==> src/rtl/sent_pkg.sv <==
// Shared constants, FSM state encoding and the CRC-4 nibble step for the SENT receiver.
// Optional build macro SENT_RX_PAUSE_EN adds the PAUSE state.
package sent_pkg;

  localparam logic [4:0]  CRC4_POLY = 5'b11101;
  localparam logic [3:0]  CRC4_SEED = 4'b0101;
  localparam int unsigned SYNC_MIN  = 55;
  localparam int unsigned SYNC_MAX  = 57;
  localparam int unsigned NIB_MIN   = 12;
  localparam int unsigned NIB_MAX   = 27;
  localparam int unsigned DATA_W    = 24;

  typedef enum logic [2:0] {
    IDLE,
    WAIT_SYNC,
    STATUS,
    DATA,
    CRC
`ifdef SENT_RX_PAUSE_EN
    , PAUSE
`endif
  } sent_state_e;

  // One nibble through x^4+x^3+x^2+1, MSB first.
  function automatic logic [3:0] crc4_step(input logic [3:0] crc, input logic [3:0] nib);
    logic [3:0] c;
    c = crc;
    for (int i = 3; i >= 0; i--) begin
      c = {c[2:0], nib[i]} ^ (c[3] ? CRC4_POLY[3:0] : 4'b0000);
    end
    return c;
  endfunction

endpackage

==> src/rtl/sent_rx_crc4.sv <==
// Running CRC-4 register for SENT data nibbles; final_crc_o is the augmented
// (zero-nibble stepped) value compared against the received CRC nibble.
module sent_rx_crc4
  import sent_pkg::*;
(
  input  logic       clk,
  input  logic       reset,
  input  logic       seed_i,
  input  logic       step_i,
  input  logic [3:0] nib_i,
  output logic [3:0] final_crc_o
);

  logic [3:0] crc_q;

  always_ff @(posedge clk) begin
    if (reset) begin
      crc_q <= 4'h0;
    end else if (seed_i) begin
      crc_q <= CRC4_SEED;
    end else if (step_i) begin
      crc_q <= crc4_step(crc_q, nib_i);
    end
  end

  assign final_crc_o = crc4_step(crc_q, 4'h0);

endmodule

==> src/rtl/sent_rx_frame_decoder.sv <==
// SENT receive frame decoder: measures falling-edge intervals in ticks, decodes
// sync/status/data/CRC nibbles and publishes CRC-checked frames.
// Optional build macro SENT_RX_PAUSE_EN accepts a pause pulse after the CRC nibble.
module sent_rx_frame_decoder
  import sent_pkg::*;
#(
  parameter int unsigned TICK_CNT_W = 8
) (
  input  logic              clk,
  input  logic              reset,
  input  logic              tick_en,
  input  logic              sent_in,
  input  logic [1:0]        nibble_sel,
  output logic              frame_valid,
  output logic [3:0]        status_nibble,
  output logic [DATA_W-1:0] data_out,
  output logic [3:0]        crc_rx,
  output logic              crc_err,
  output logic              sync_err,
  output logic              nibble_err
);

  localparam logic [TICK_CNT_W-1:0] CNT_MAX = '1;

  sent_state_e           state_q;
  logic                  sent_q;
  logic [TICK_CNT_W-1:0] cnt_q;
  logic [1:0]            sel_q;
  logic [2:0]            nib_idx_q;
  logic                  crc_done_q;
  logic [3:0]            status_sh_q;
  logic [DATA_W-1:0]     data_sh_q;
  logic                  frame_valid_q, crc_err_q, sync_err_q, nibble_err_q;
  logic [3:0]            status_q, crc_rx_q;
  logic [DATA_W-1:0]     data_q;

  logic       fall_c, sat_c, is_sync_c, is_nib_c, sync_ok_c, step_c;
  logic [3:0] nib_c, final_crc_c;
  logic [2:0] nib_last_c;

  // Interval classification; cnt_q is the completed interval on a falling edge.
  always_comb begin
    fall_c     = sent_q & ~sent_in;
    sat_c      = (cnt_q == CNT_MAX);
    is_sync_c  = (32'(cnt_q) >= SYNC_MIN) && (32'(cnt_q) <= SYNC_MAX);
    is_nib_c   = (32'(cnt_q) >= NIB_MIN) && (32'(cnt_q) <= NIB_MAX);
    nib_c      = 4'(32'(cnt_q) - NIB_MIN);
    case (sel_q)
      2'b00:   nib_last_c = 3'd2;
      2'b01:   nib_last_c = 3'd3;
      default: nib_last_c = 3'd5;
    endcase
    sync_ok_c = fall_c && is_sync_c &&
                ((state_q == WAIT_SYNC) || ((state_q == CRC) && crc_done_q)
`ifdef SENT_RX_PAUSE_EN
                 || (state_q == PAUSE)
`endif
                );
    step_c    = fall_c && is_nib_c && (state_q == DATA);
  end

  sent_rx_crc4 u_crc (
    .clk         (clk),
    .reset       (reset),
    .seed_i      (sync_ok_c),
    .step_i      (step_c),
    .nib_i       (nib_c),
    .final_crc_o (final_crc_c)
  );

  always_ff @(posedge clk) begin
    if (reset) begin
      state_q       <= IDLE;
      sent_q        <= 1'b1;
      cnt_q         <= '0;
      sel_q         <= 2'b00;
      nib_idx_q     <= 3'd0;
      crc_done_q    <= 1'b0;
      status_sh_q   <= 4'h0;
      data_sh_q     <= '0;
      frame_valid_q <= 1'b0;
      crc_err_q     <= 1'b0;
      sync_err_q    <= 1'b0;
      nibble_err_q  <= 1'b0;
      status_q      <= 4'h0;
      crc_rx_q      <= 4'h0;
      data_q        <= '0;
    end else begin
      sent_q        <= sent_in;
      frame_valid_q <= 1'b0;
      crc_err_q     <= 1'b0;
      sync_err_q    <= 1'b0;
      nibble_err_q  <= 1'b0;

      if (fall_c) begin
        cnt_q <= tick_en ? TICK_CNT_W'(1) : '0;
      end else if (tick_en && !sat_c) begin
        cnt_q <= cnt_q + TICK_CNT_W'(1);
      end

      if (sync_ok_c) begin
        sel_q      <= nibble_sel;
        nib_idx_q  <= 3'd0;
        crc_done_q <= 1'b0;
        data_sh_q  <= '0;
        state_q    <= STATUS;
      end else begin
        case (state_q)
          IDLE: if (fall_c) state_q <= WAIT_SYNC;
          WAIT_SYNC: ;
          STATUS: begin
            if (sat_c || (fall_c && !is_nib_c)) begin
              nibble_err_q <= 1'b1;
              state_q      <= WAIT_SYNC;
            end else if (fall_c) begin
              status_sh_q <= nib_c;
              state_q     <= DATA;
            end
          end
          DATA: begin
            if (sat_c || (fall_c && !is_nib_c)) begin
              nibble_err_q <= 1'b1;
              state_q      <= WAIT_SYNC;
            end else if (fall_c) begin
              data_sh_q <= {data_sh_q[DATA_W-5:0], nib_c};
              nib_idx_q <= nib_idx_q + 3'd1;
              if (nib_idx_q == nib_last_c) state_q <= CRC;
            end
          end
          CRC: begin
            // crc_done_q splits the CRC nibble from the interval that must follow it.
            if (!crc_done_q) begin
              if (sat_c || (fall_c && !is_nib_c)) begin
                nibble_err_q <= 1'b1;
                state_q      <= WAIT_SYNC;
              end else if (fall_c) begin
                crc_done_q <= 1'b1;
                crc_rx_q   <= nib_c;
                if (nib_c == final_crc_c) begin
                  frame_valid_q <= 1'b1;
                  status_q      <= status_sh_q;
                  data_q        <= data_sh_q;
                end else begin
                  crc_err_q <= 1'b1;
                end
              end
            end else if (fall_c) begin
`ifdef SENT_RX_PAUSE_EN
              if (32'(cnt_q) >= NIB_MIN) begin
                state_q <= PAUSE;
              end else begin
                sync_err_q <= 1'b1;
                state_q    <= WAIT_SYNC;
              end
`else
              sync_err_q <= 1'b1;
              state_q    <= WAIT_SYNC;
`endif
            end
          end
`ifdef SENT_RX_PAUSE_EN
          PAUSE: begin
            if (fall_c) begin
              sync_err_q <= 1'b1;
              state_q    <= WAIT_SYNC;
            end
          end
`endif
          default: state_q <= IDLE;
        endcase
      end
    end
  end

  assign frame_valid   = frame_valid_q;
  assign status_nibble = status_q;
  assign data_out      = data_q;
  assign crc_rx        = crc_rx_q;
  assign crc_err       = crc_err_q;
  assign sync_err      = sync_err_q;
  assign nibble_err    = nibble_err_q;

endmodule

==> config.mk <==
export PLATFORM = sky130hd
export DESIGN_NAME = sent_rx_frame_decoder
export DESIGN_NICKNAME = d
export VERILOG_FILES = /design/src/rtl/sent_pkg.sv /design/src/rtl/sent_rx_crc4.sv /design/src/rtl/sent_rx_frame_decoder.sv
export SDC_FILE = /design/constraint.sdc
export NUM_CORES = 1
export LEC_CHECK = 0
export CAP_MARGIN = 10
export CELL_PAD_IN_SITES_DETAIL_PLACEMENT = 0
export CELL_PAD_IN_SITES_GLOBAL_PLACEMENT = 2
export CORE_UTILIZATION = 25
export CTS_CLUSTER_DIAMETER = 120
export CTS_CLUSTER_SIZE = 12
export DETAILED_ROUTE_END_ITERATION = 16
export PLACE_DENSITY = 0.67
export SYNTH_ARGS = -nofsm -noshare
export SYNTH_HDL_FRONTEND = slang
export SYNTH_SLANG_ARGS = --single-unit
==> constraint.sdc <==
create_clock -name clk -period 6.4 [get_ports clk]
set_input_delay 1.92 -clock clk [delete_from_list [all_inputs] [get_ports clk]]
set_output_delay 1.92 -clock clk [all_outputs]
set_load 0.05 [all_outputs]
* After elaboration in Yosys (flattened, before gate mapping)
Index checks and enable logic that the tools add are counted. Widths: inputs -> output; s select.
Storage, ports and cells: register bits 86, bits of input ports 6, output and inout bits 36, logic and storage cells 116
Operators by class: add/subtract/negate cells 3, order comparisons 4, equality and inequality tests 17, mux-type cells 31, bitwise logic cells 16, reduce and logical (&&, ||, !) cells 27
Operators by type and width (number):
- $xor 4x4->4 | 8
- $mux 3 | 10
- $mux 4 | 7
- $mux 8 | 2
- $pmux 3 s5 | 1
- $reduce_and 5->1 | 3
- $logic_and 1x1->1 | 9
- $add 8x1->8 const B | 1
- $eq 8x8->1 const B | 1
- $ge 8x4->1 const B | 1
- $ge 8x6->1 const B | 1
- $le 8x5->1 const B | 1
- $le 8x6->1 const B | 1
- $mux 1 | 8
- $ne 4x3->1 const B | 2
- $not 1->1 | 7
- $eq 3x2->1 const B | 2
- $ne 3x2->1 const B | 2
- $pmux 3 s2 | 1
- $reduce_and 6->1 | 1
- $reduce_or 6->1 | 1
- $eq 4x4->1 | 1
- $ne 4x2->1 const B | 1
- $ne 4x4->1 const B | 1
- 21 further kinds | 25

* Logic depth before layout (Yosys ltp)
word-level depth 10, depth in mapped cells 9, depth with buffers taken out 7

* By module
A second synthesis with hierarchy kept.
Unflattened totals: cells, all modules 457, area, all modules 3848.7 sq um
By module, submodules not included:
- sent_rx_frame_decoder | instances 1, cells an instance 415, area each 3483.3 sq um, seq. area each 1641.6 sq um
- sent_rx_crc4 | instances 1, cells an instance 42, area each 365.4 sq um, seq. area each 80.1 sq um

* Least setup slack after synthesis
OpenSTA, ideal clock, no wires.
kind in2reg, from input sent_in, to register sync_err_q, in the netlist sync_err, data arrival time 3171 ps, required time 6264 ps, setup slack 3094 ps, cell stages on the path 7, cell sequence nor2b_1 and3_1 nand4_1 nand2b_1 buf_2 buf_1 nor3_1
On the way: cells in the longest elaborated chain, start to end 5, elaborated cells between the ends (all ways) 6, classes of those cells mux (1); bitwise (2); reduce/logical (3)
RTL lines:
- start, declared | RTL line sent_rx_frame_decoder.sv:12 | input logic sent_in,
- $not 1->1 (*) | RTL line sent_rx_frame_decoder.sv:43 | fall_c = sent_q & ~sent_in;
- $and 1x1->1 (*) | RTL line sent_rx_frame_decoder.sv:43
- $logic_and 1x1->1 (2 in series) | RTL line sent_rx_frame_decoder.sv:53 | sync_ok_c = fall_c && is_sync_c &&
- $reduce_or 4->1 (no line)
- end signal, assigned | RTL line sent_rx_frame_decoder.sv:83 | sync_err_q <= 1'b0;
- end signal, assigned | RTL line sent_rx_frame_decoder.sv:92 | sync_err_q <= 1'b0;
- end signal, assigned | RTL line sent_rx_frame_decoder.sv:156 | sync_err_q <= 1'b1;
- end, declared | RTL line sent_rx_frame_decoder.sv:33 | logic frame_valid_q, crc_err_q, sync_err_q, nibble_err_q;
Mark *: on every way between the ends. The rest lies on a longest branch, timed or not. A chain may end at the register's enable or synchronous reset.

* Worst setup path after layout
from input sent_in, to register data_sh_q[15]
On the way: cells in the longest elaborated chain, start to end 6, elaborated cells between the ends (all ways) 9, classes of those cells bitwise (3); reduce/logical (6)
RTL lines:
- $not 1->1 (*) | RTL line sent_rx_frame_decoder.sv:43
- $and 1x1->1 (*) | RTL line sent_rx_frame_decoder.sv:43
- $logic_and 1x1->1 | RTL line sent_rx_frame_decoder.sv:121 | if (sat_c || (fall_c && !is_nib_c)) begin
- $logic_or 1x1->1 | RTL line sent_rx_frame_decoder.sv:121
- $not 1->1 (no line)
- $reduce_and 3->1 (no line)
- end signal, assigned | RTL line sent_rx_frame_decoder.sv:125 | data_sh_q <= {data_sh_q[DATA_W-5:0], nib_c};
- end, declared | RTL line sent_rx_frame_decoder.sv:32 | logic [DATA_W-1:0] data_sh_q;
Marked as above.

==> reports/metrics.csv <==
metric;value;unit
status;finished clean;
hold-critical path depth;2;
Die Height;124;microns
largest net degree at the start of global routing;47;
clock tree root driver cell;clkbuf_16;
Crit. Startpoint;sent_in;
Routed WL;9280;microns
Post-CTS Repair Setup Buffers;0;
Slew @ Worst Pin;1.11;ns
H-tree levels;3;
IO Port Bufs;41;
initial antenna violation count;0;
first-pass GRT wire length;15500;microns
CP startpoint kind;primary input;
Cell Rows;44;
clock skew;0.00722;ns
CP Max Fanout;20;
maximum clock frequency;0.242;GHz
Via density;4.78;
Critical Path RT;6.63;ns
Total Power;1.13;mW
DR vias;3100;
min-delay src;data_sh_q[21];
Nets;473;
vias in the first global route;2993;
synthesis-stage register bit count;86;
slowest cell on the critical path;nand2b_1;
CTS sink cnt;86;
core area;14500;sq um
final hold viol count;0;
synthesized instance count;434;
die area;15400;sq um
fin crit share;64.6;%
Period minus WS final;4.13;ns
net switching fraction of the power;25.5;%
RSZ-0062 raised after global routing;false;
Post-synth EDFFs;0;
endpoint type of the worst setup path;register;
Max stage delay on crit path;0.68;ns
Crit Path Class;in2reg;
Worst-Skew Late Latency;0.34;ns
Post-Syn Nets;448;
CP cell instances;clkdlybuf4s50_1, nor2b_1, and3_1, nand4_1, nand2b_1, buf_4, a21oi_1;
synth unique cells;49;
Remaining DRCs;0;
setup TNS;0;ns
Post-synth top flop;dfxtp_1;
Final setup viols;0;
clock share of power;43.7;%
pre-CTS setup slack;1.83;ns
Synth async-reset ratio;0;%
Worst Setup Slack, final;2.27;ns
NetSw;287;uW
IO Pins;42;
total number of yosys warnings;0;
CP arrival;4.36;ns
Util after Layout;30.9;%
routability cong.;0.778;
starting density of the core;25.7;%
FF-to-FF path depth;7;
slew margin rel.;25.7;%
die width;124;microns
post-cts gate resize count;0;
CTS max path bufs;2;
GRT Total Usage;12.6;%
cts hold-fix bufs;0;
Sequential Power Share;49.5;%
DR WL/cell;14.3;microns
Reg-to-Reg Start;cnt_q[2];
Internal Dissipation;839;uW
Antenna Nets Post-Route;0;
DR pass1 iterations;4;
hpwl dp;6020;microns
PD cells;251;nW/um^2
CTS tree;built;
gr ovfl total;0;
CTS Buf Count;9;
Leak;1.50;nW
average cell area after synthesis;8.60;sq um
Comb power frac;6.7;%
initial DRC count;194;
Min-Delay Path Class;reg2reg;
Slew Limit Fails;0;
fraction of layout cells with a size suffix above 1;6.25;%
Worst-path clk slew;0.07;ns
maximum vdd drop;0.128;mV
sequential area share after synthesis;46.1;%
area delta synth->final;20.3;%
maxcap violations;0;
mapped cell area;3730;sq um
ANT cells;0;
==> per-stage QoR <==
stage               cells  cell area (sq um)  hold slack [ns]
finish                648               4490            0.457
global route          648               4490            0.487
CTS                   648               4490            0.460
detailed placement    632               4220            0.450
global placement      632               4220            0.446
floorplan             434               3730            0.432
==> cells in the mapped netlist (all sizes together) (2+ instances only) <==
library cell | instances | area, sq um
and4b | 2 | 20.0
mux2i | 4 | 40.0
nor2 | 31 | 149
o21ai | 29 | 145
nor2b | 2 | 12.5
ha | 8 | 100
a21o | 2 | 15.0
a211oi | 10 | 75.1
a21oi | 64 | 328
nand3b | 3 | 22.5
nor4 | 3 | 18.8
nor3b | 3 | 22.5
xor2 | 6 | 52.6
clkbuf | 15 | 56.3
nor3 | 8 | 45.0
nand2b | 6 | 37.5
dfxtp | 86 | 1720
and3 | 5 | 31.3
nand3 | 32 | 160
buf | 14 | 115
inv | 7 | 26.3
nand2 | 62 | 233
and2 | 2 | 12.5
xnor2 | 11 | 96.3
nand4 | 3 | 18.8
==> cell usage in the layout, fill, tap and decap left out, drive strengths merged, types with 3 or more instances in the layout <==
cell	n
ha	8
a211oi	10
clkdlybuf4s50	40
nor3	8
clkbuf	10
a21oi	64
nand2	62
xnor2	11
nand3b	3
mux2i	4
nand3	32
xor2	6
dfxtp	86
buf	3
and3	5
nor2	31
nand4	3
nor4	3
nor3b	3
nand2b	6
o21ai	29
inv	10
==> logic make-up (layout without fill, tap and decap cells) <==
family / after synthesis / in the layout / synth area share (%)
simple gates: 165 / 165 / 21.7
compound gates: 117 / 117 / 18.5
flops: 86 / 86 / 46.1
buf+inv: 36 / 66 / 5.29
xor+xnor: 18 / 18 / 4.62
fa+ha+maj: 8 / 8 / 2.68
mux: 4 / 4 / 1.07
==> critical path, delay by kind of cell <==
| kind | cells | cell delay, ns |
|---|---|---|
| buf+inv | 2 | 0.80 |
| compound gates | 1 | 0.07 |
| simple gates | 4 | 1.56 |
==> sequential cells by signal (all words and copies together), names as in the netlist, 3 cells and up <==
name           flops
cnt_q              8
crc_rx             4
data_out          24
data_sh_q         24
nib_idx_q          3
state_q            3
status_nibble      4
status_sh_q        4
u_crc.crc_q        4
==> power groups by stage <==
stage	registers, mW	logic (mW)	clock network [mW]
global route	0.560	0.0849	0.534
CTS	0.558	0.0759	0.511
detailed placement	0.570	0.0753	0
global placement	0.570	0.0764	0
floorplan	0.563	0.0617	0
finish	0.558	0.0756	0.493
==> worst paths after layout <==
check | end | slack, ns
worst min register to register | data_sh_q[21] | 0.46
worst min-delay path | data_sh_q[21] | 0.46
worst max register to register | status_nibble[1] | 3.52
worst max-delay path | data_sh_q[15] | 2.27
==> cell type report <==
class                      instances  area, sq um
clock inverter                     6         43.8
inverter                           7         26.3
timing repair buffer              43          420
fill                            1583        10000
clock buffer                      10          229
tap                              184          230
multi-input combinational        312         1820
sequential                        86         1720
==> layer usage <==
layer	part of all wire, %	up-vias	track usage (%)
li1	-	1557	-
met3	3.4	9	2.97
met5	0	-	0
met2	45	51	20.2
met1	50	1483	16.4
met4	1.4	0	4.68
Power figures use the tool's default switching activity.
